$ cat src/rtl/gated_toggle_pkg.sv
// rtl/gated_toggle_pkg.sv - shared mode type and constants for the gated toggle array
// Purpose: defines the 2-bit update-function select used by every channel.
// Ports: none (package).
package gated_toggle_pkg;

  typedef enum logic [1:0] {
    LEGACY  = 2'd0,
    CAPTURE = 2'd1,
    TOGGLE  = 2'd2,
    HOLD    = 2'd3
  } mode_e;

endpackage

$ cat src/rtl/gated_toggle_cell.sv
// rtl/gated_toggle_cell.sv - single-channel core state bit with mode-selected update
// Purpose: holds one channel's core state q and applies the selected update
//          function on qualified cycles.
// Ports:
//   clk    - clock, rising edge
//   rst_n  - asynchronous active-low reset
//   upd    - qualified cycle (in_valid & en)
//   a, b   - channel operands; gate term g = a & b
//   mode   - update function select
//   q      - current core state
//   q_next - state that will be loaded on the next edge
module gated_toggle_cell
  import gated_toggle_pkg::*;
(
  input  logic  clk,
  input  logic  rst_n,
  input  logic  upd,
  input  logic  a,
  input  logic  b,
  input  mode_e mode,
  output logic  q,
  output logic  q_next
);

  logic q_q;
  logic q_d;
  logic g;

  always_comb begin
    g   = a & b;
    q_d = q_q;
    if (upd) begin
      case (mode)
        LEGACY:  q_d = g & ~q_q;
        CAPTURE: q_d = g;
        TOGGLE:  q_d = q_q ^ g;
        HOLD:    q_d = q_q;
        default: q_d = q_q;
      endcase
    end
  end

  always_ff @(posedge clk or negedge rst_n) begin
    if (!rst_n) begin
      q_q <= 1'b0;
    end else begin
      q_q <= q_d;
    end
  end

  assign q      = q_q;
  assign q_next = q_d;

endmodule

$ cat src/rtl/gated_toggle_array.sv
// rtl/gated_toggle_array.sv - WIDTH-channel gated toggle array with output pipeline and rise counter
// Purpose: WIDTH independent core state bits updated on qualified cycles,
//          delayed through a DEPTH-stage output pipeline with a matching valid
//          chain, plus a saturating count of cycles on which any core bit rises.
// Ports:
//   iccad_clk   - clock, rising edge
//   iccad_rst_n - asynchronous active-low reset
//   inp1, inp2  - per-channel operands
//   in_valid    - operands qualified this cycle
//   en          - global update enable
//   mode        - update function select
//   clr         - synchronous clear of rise_cnt
//   out         - core state after DEPTH cycles of latency
//   out_valid   - out carries the result of a qualified update
//   rise_cnt    - saturating count of cycles with any core 0->1 transition
module gated_toggle_array
  import gated_toggle_pkg::*;
#(
  parameter int WIDTH = 4,
  parameter int DEPTH = 2,
  parameter int CNT_W = 16
) (
  input  logic             iccad_clk,
  input  logic             iccad_rst_n,
  input  logic [WIDTH-1:0] inp1,
  input  logic [WIDTH-1:0] inp2,
  input  logic             in_valid,
  input  logic             en,
  input  logic [1:0]       mode,
  input  logic             clr,
  output logic [WIDTH-1:0] out,
  output logic             out_valid,
  output logic [CNT_W-1:0] rise_cnt
);

  localparam logic [CNT_W-1:0] CNT_MAX = '1;

  logic             qual;
  mode_e            mode_sel;
  logic [WIDTH-1:0] core_q;
  logic [WIDTH-1:0] core_d;
  logic             rise;

  assign qual     = in_valid & en;
  assign mode_sel = mode_e'(mode);

  for (genvar i = 0; i < WIDTH; i++) begin : g_cell
    gated_toggle_cell u_cell (
      .clk    (iccad_clk),
      .rst_n  (iccad_rst_n),
      .upd    (qual),
      .a      (inp1[i]),
      .b      (inp2[i]),
      .mode   (mode_sel),
      .q      (core_q[i]),
      .q_next (core_d[i])
    );
  end

  // One increment per cycle no matter how many bits rise together.
  assign rise = |(core_d & ~core_q);

  // Valid chain: bit 0 tracks the core stage, bit DEPTH-1 is the output stage.
  logic [DEPTH-1:0] vld_q;
  logic [DEPTH-1:0] vld_d;

  always_comb begin
    vld_d    = vld_q;
    vld_d[0] = qual;
    for (int i = 1; i < DEPTH; i++) begin
      vld_d[i] = vld_q[i-1];
    end
  end

  always_ff @(posedge iccad_clk or negedge iccad_rst_n) begin
    if (!iccad_rst_n) begin
      vld_q <= '0;
    end else begin
      vld_q <= vld_d;
    end
  end

  assign out_valid = vld_q[DEPTH-1];

  // Data stages after the core advance unconditionally; out_valid qualifies them.
  if (DEPTH > 1) begin : g_pipe
    logic [WIDTH-1:0] pipe_q [DEPTH-1];
    logic [WIDTH-1:0] pipe_d [DEPTH-1];

    always_comb begin
      pipe_d[0] = core_q;
      for (int i = 1; i < DEPTH - 1; i++) begin
        pipe_d[i] = pipe_q[i-1];
      end
    end

    always_ff @(posedge iccad_clk or negedge iccad_rst_n) begin
      if (!iccad_rst_n) begin
        for (int i = 0; i < DEPTH - 1; i++) begin
          pipe_q[i] <= '0;
        end
      end else begin
        pipe_q <= pipe_d;
      end
    end

    assign out = pipe_q[DEPTH-2];
  end else begin : g_direct
    assign out = core_q;
  end

  // Saturating rise counter; clear takes priority over an increment.
  logic [CNT_W-1:0] cnt_q;
  logic [CNT_W-1:0] cnt_d;

  always_comb begin
    cnt_d = cnt_q;
    if (clr) begin
      cnt_d = '0;
    end else if (rise && (cnt_q != CNT_MAX)) begin
      cnt_d = cnt_q + CNT_W'(1);
    end
  end

  always_ff @(posedge iccad_clk or negedge iccad_rst_n) begin
    if (!iccad_rst_n) begin
      cnt_q <= '0;
    end else begin
      cnt_q <= cnt_d;
    end
  end

  assign rise_cnt = cnt_q;

endmodule

$ cat config.mk
export PLATFORM = sky130hd
export DESIGN_NAME = gated_toggle_array
export DESIGN_NICKNAME = d
export VERILOG_FILES = /design/src/rtl/gated_toggle_pkg.sv /design/src/rtl/gated_toggle_cell.sv /design/src/rtl/gated_toggle_array.sv
export SDC_FILE = /design/constraint.sdc
export NUM_CORES = 1
export LEC_CHECK = 0
export CAP_MARGIN = 10
export CORE_MARGIN = 1.5
export CORE_UTILIZATION = 30
export CTS_CLUSTER_SIZE = 16
export DETAILED_ROUTE_END_ITERATION = 10
export MAX_ROUTING_LAYER = met4
export PLACE_DENSITY = 0.59
export SYNTH_ARGS = -nofsm -noshare
export SYNTH_HDL_FRONTEND = slang
export SYNTH_SLANG_ARGS = --single-unit
$ cat constraint.sdc
create_clock -name iccad_clk -period 4.55 [get_ports iccad_clk]
set_clock_uncertainty 0.05 [all_clocks]
set_input_delay 0.455 -clock iccad_clk [delete_from_list [all_inputs] [get_ports iccad_clk]]
set_output_delay 0.455 -clock iccad_clk [all_outputs]
set_load 0.03 [all_outputs]
-- Word-level counts from Yosys, hierarchy flattened
Index checks and enable logic that the tools add are counted.
- output and inout port bits: 21
- ROM bits: 0
- memories: 0
- bits in registers: 26
- latch bits: 0
- memory bits (writable): 0
- multipliers: 0
- eq/ne operators: 4
- reduce and logical (&&, ||, !) cells: 4
- div/mod/pow operators: 0
- order comparisons: 0
- shift operators: 0
- add/sub/neg operators: 1
- bitwise operators: 19
- multiplexer cells: 10
- operator list (kind ; count):
    $mux 16 ; 2
    $add 16x1->16 const B ; 1
    $ne 16x16->1 const B ; 1
    $pmux 1 s4 ; 4
    $and 1x1->1 ; 9
    $and 4x4->4 ; 1
    $eq 2x2->1 const B ; 2
    $mux 1 ; 4
    $not 1->1 ; 4
    $not 4->4 ; 1
    $reduce_or 4->1 ; 1
    $xor 1x1->1 ; 4
    $eq 2x1->1 const B ; 1
    $logic_not 2->1 ; 1
    $reduce_bool 2->1 ; 1
    $logic_and 1x1->1 ; 1

-- Depth between registers and ports, before layout
- word-level depth: 9
- depth in mapped cells: 10
- gate-level depth less buffers: 9

-- Modules after synthesis
From an unflattened synthesis, not the netlist that was laid out.
- cells, all modules: 162
- area, all modules: 1626.6 sq um
- modules (own cells, without submodules) (module ; sequential area each (sq um) ; times used ; area an instance (sq um) ; cells an instance):
    gated_toggle_array ; 550.5 ; 1 ; 1236.2 ; 122
    gated_toggle_cell ; 25.0 ; 4 ; 97.6 ; 10

-- Least setup slack after synthesis
No wires, ideal clock.
- kind: input-to-reg
- from: input port inp1[2]
- to: register cnt_q[6], in the netlist rise_cnt[6]
- stages on the path: 8
- arrival time: 2394 ps
- required time: 4375 ps
- slack: 1982 ps
- buffers on the path: 0
- library setup time: 125 ps
- cell sequence: nand2_1 -> inv_1 -> ha_1 -> mux4_2 -> or3_1 -> o2111a_2 -> nor4b_1 -> mux2_2
- cells in the longest elaborated chain, start to end: 8
- ends and longest elaborated chain (item ; RTL line ; RTL):
    start, declared ; gated_toggle_array.sv:25 ; input logic [WIDTH-1:0] inp1,
    $and 1x1->1 (*) ; gated_toggle_cell.sv:30 ; g = a & b;
    $xor 1x1->1 or $and 1x1->1 (tied branches) ; gated_toggle_cell.sv:36, gated_toggle_cell.sv:34 ;
    $pmux 1 s4 (*) ; gated_toggle_cell.sv:33 ; case (mode)
    $mux 1 (*) ; gated_toggle_cell.sv:32 ; if (upd) begin
    $and 4x4->4 (*) ; gated_toggle_array.sv:61 ; assign rise = |(core_d & ~core_q);
    $reduce_or 4->1 (*) ; gated_toggle_array.sv:61 ;
    $logic_and 1x1->1 (*) ; gated_toggle_array.sv:120 ; end else if (rise && (cnt_q != CNT_MAX)) begin
    $reduce_bool 2->1 (no line) (*) ; - ;
    end signal, assigned ; gated_toggle_array.sv:129 ; cnt_q <= cnt_d;
    end, declared ; gated_toggle_array.sv:113 ; logic [CNT_W-1:0] cnt_q;
Every way passes the cells marked *; elsewhere a longest branch is shown, timed or not.
A chain may end at the register's enable or synchronous reset.

-- Worst setup path after layout
Same ends and word-level chain as after synthesis.

==> flow_metrics.py <==
metrics = {
    "run_status": {
        "status": "finished, final reports clean",
    },
    "timing": {
        "tightestPinTransition_ps": 684,
        "maxSlewHeadroom_pct": 54.2,
        "maxSlewViolCount": 0,
        "fin_crit_ps": 2930,
        "final_min_period_over_clock_period_pct": 64.4,
        "max_freq_ghz": 0.341,
        "finalSetupTns_ps": 0,
        "finalHoldViolations": 0,
        "rsz0062_at_grt": "false",
        "timing.final.ws_setup_ps": 1620,
        "finalSetupViolCount": 0,
    },
    "synthesis": {
        "synth.area.top_cells": "dfrtp_1 (45%), o21ai_0 (4.5%), ha_1 (4.3%)",
        "synth_xor_area_share_pct": 0,
        "ys_ff_latch": 26,
        "syn-mean-instance-area_sq_um": 9.31,
        "synthMuxAreaShare_pct": 6.12,
        "ys.warnings.count": 0,
        "yosysTopAreaCell": "dfrtp_1",
        "synthCells": 156,
        "synth_nets": 176,
        "synth_adder_area_share_pct": 4.31,
        "syn-cell-area_sq_um": 1450,
        "seq_area_frac_synth_pct": 44.8,
        "synth_top_area_share_pct": 44.8,
        "synth-simple-area-share_pct": 23.4,
        "ys_types": 29,
        "synth_top_family_by_area": "simple AND/OR/NAND/NOR gates",
        "synth-compound-area-share_pct": 15.2,
    },
    "floorplanning": {
        "start_util_pct": 31.0,
        "std_cell_rows": 25,
        "die_x_um": 72.6,
        "io_pins": 36,
        "fp.dieArea_sq_um": 5270,
        "core_sq_um": 4690,
        "die_h_um": 72.6,
    },
    "clocking": {
        "h-tree-depth": 1,
        "tritoncts": "built",
        "clkTransAtPathRegs_ps": 90,
        "cts_resized": 0,
        "postCtsSetupBuffers": 0,
        "cts_inserted_buffers": 3,
        "clkLatencyLatePin_ps": 270,
        "cts_buffer_depth": 2,
        "root_buffer": "clkbuf_8",
        "cts_hold_buf": 0,
        "clock_sinks": 26,
    },
    "pwr": {
        "total_power_mw": 0.521,
        "p_leak_nw": 0.746,
        "p_seq_share_pct": 49.3,
        "ir_worst_vdd_mv": 0.0964,
        "pwr-share-clk_pct": 28.7,
        "p_sw_share_pct": 28.2,
        "comb_power_share_pct": 22.0,
        "intPower_mw": 0.374,
        "power_switching_mw": 0.147,
        "p_per_area_nw_per_um2": 275,
    },
    "placement": {
        "hpwl_um": 2170,
        "dp.cells": 239,
        "port_buffers": 35,
        "place_congestion": 0.787,
        "post-place-ws_ps": 1300,
    },
    "global_routing": {
        "antenna_found_initial": 0,
        "grt_max_degree": 28,
        "track_usage_pct": 12.1,
        "overflow": 0,
        "grt_pass1_wl_um": 4910,
        "grt_pass1_vias": 1110,
    },
    "routing": {
        "drt-pass1-iter-count": 4,
        "vias": 1239,
        "routed_wl_um": 2930,
        "drtIter0Drc": 55,
        "drc": 0,
        "routedWlPerCell_um": 12.0,
        "via_per_inst": 5.10,
        "ant_nets": 0,
    },
    "layout": {
        "antennaDiodeCount": 0,
        "syn_to_final_growth_pct": 30.2,
        "drive_above_1_share_pct": 7.41,
        "fin_util_pct": 40.3,
        "layoutNonFillerInstCount": 243,
        "nets": 210,
    },
    "worst_setup_path": {
        "crit_arrival_ps": 3040,
        "critPathCaptureType": "register",
        "reg2reg_depth": 7,
        "crit_chain": "clkdlybuf4s50_1 > nand2_1 > inv_1 > ha_1 > mux4_2 > or3_1 > o2111a_2 > nor4b_1 > mux2_2",
        "path_buf_inv": 2,
        "critPathTopFamily": "multiplexers",
        "startpoint_type": "input pin",
        "reg2reg_from": "g_cell[2].u_cell.q",
        "cpPeakStageDelay_ps": 470,
        "worst-endpoint-required_ps": 4660,
        "r2r_setup_slack_ps": 1840,
        "critPathKind": "input pin to register",
        "cp_slowest_cell": "mux4_2",
        "path_max_fanout": 27,
        "rr_endpoint": "rise_cnt[6]",
    },
    "min_path": {
        "min_to": "vld_q[1]",
        "hold_path_depth": 0,
        "hold_class": "register to register",
        "hp-start": "vld_q[0]",
    },
    "flow_run": {
        "maxCapViolCount": 0,
    },
}
[cell families (layout without fill, tap and decap cells)]
| group | count (synthesis) | in the layout |
|---|---|---|
| and+or+nand+nor | 63 | 63 |
| AOI/OAI and AO/OA | 35 | 35 |
| DFF | 26 | 26 |
| buffers and inverters | 20 | 53 |
| muxes | 7 | 7 |
| adders and majority gates | 5 | 5 |
[stage by stage]
| step | cell area, sq um | hold WS, ps |
|---|---|---|
| 2_1_floorplan | 1450 | 109 |
| 3_3_place_gp | 1840 | 284 |
| 3_5_place_dp | 1840 | 312 |
| 4_1_cts | 1890 | 333 |
| 5_1_grt | 1890 | 332 |
| 6_report | 1890 | 329 |
[cell usage after synthesis]
master    number
o2111a_2       1
dfrtp_1       26
o311ai_0       1
o21ba_2        1
nand4_1        7
nor3b_1        1
o311ai_1       1
or3_1          8
a221o_1        3
nand2b_1       4
or2_2          1
and2b_1        1
or4_1          4
nand2_1       13
nor2b_1        6
clkbuf_1       5
mux2i_1        1
mux2_2         5
o31ai_1        4
ha_1           5
mux4_2         1
a21oi_1       11
buf_6          2
nor3_1         4
nor2_1         8
nand3_1        5
inv_1         13
o21ai_0       13
nor4b_1        1
[layout make-up]
class / count / area, sq um
Multi-Input combinational cell: 110 / 712
Timing Repair Buffer: 36 / 358
Tap cell: 54 / 67.6
Inverter: 13 / 48.8
Sequential cell: 26 / 651
Clock buffer: 4 / 55.1
Fill cell: 477 / 2800
[registers in the layout, indices dropped and copies added, names as in the netlist]
signal           cells
vld_q                2
out                  4
g_cell.u_cell.q      4
rise_cnt            16
[routing by layer]
layer  track usage (%)  part of all wire [%]  vias up  wire length (um)
met4              5.87                   1.3        0                38
met2              19.2                    49       29              1420
met3              1.80                   3.7        2               109
met1              15.2                    46      583              1360
li1                  -                     -      625                 -
met5                 -                     0        -                 0
[power groups by stage]
| stage | clock [mW] | combinational [mW] | sequential (mW) |
|---|---|---|---|
| final | 0.149 | 0.115 | 0.257 |
| after global routing | 0.165 | 0.128 | 0.259 |
| after CTS | 0.156 | 0.117 | 0.258 |
| after detailed placement | 0 | 0.116 | 0.262 |
| after global placement | 0 | 0.113 | 0.262 |
| after floorplan | 0 | 0.0540 | 0.279 |
[layout by cell type (no fill, tap or decap)]
cell | synthesis | final
o311ai_0 | 1 | 1
and2b_1 | 1 | 1
mux2_2 | 5 | 5
o31ai_1 | 4 | 4
o21ba_2 | 1 | 1
clkbuf_8 | 0 | 4
or3_1 | 8 | 8
mux2i_1 | 1 | 1
inv_1 | 13 | 13
nor4b_1 | 1 | 1
nand2_1 | 13 | 13
clkdlybuf4s50_1 | 0 | 35
mux4_2 | 1 | 1
or2_2 | 1 | 1
nand2b_1 | 4 | 4
nor2_1 | 8 | 8
nand3_1 | 5 | 5
nor2b_1 | 6 | 6
dfrtp_1 | 26 | 26
a221o_1 | 3 | 3
nor3_1 | 4 | 4
o311ai_1 | 1 | 1
o21ai_0 | 13 | 13
nor3b_1 | 1 | 1
or4_1 | 4 | 4
ha_1 | 5 | 5
o2111a_2 | 1 | 1
buf_4 | 0 | 1
a21oi_1 | 11 | 11
nand4_1 | 7 | 7
[worst max path at each step]
stage                       start  slack (ps)          end  depth (start not counted)
after floorplan           inp1[2]        1980  rise_cnt[6]                          8
after global placement    inp1[2]        1390  rise_cnt[6]                          9
after detailed placement  inp1[2]        1300  rise_cnt[6]                          9
after CTS                 inp1[2]        1600  rise_cnt[6]                          9
after global routing      inp2[2]        1490  rise_cnt[6]                          9
final                     inp1[2]        1620  rise_cnt[6]                          9
No activity file was read; power rests on OpenSTA's default activity.
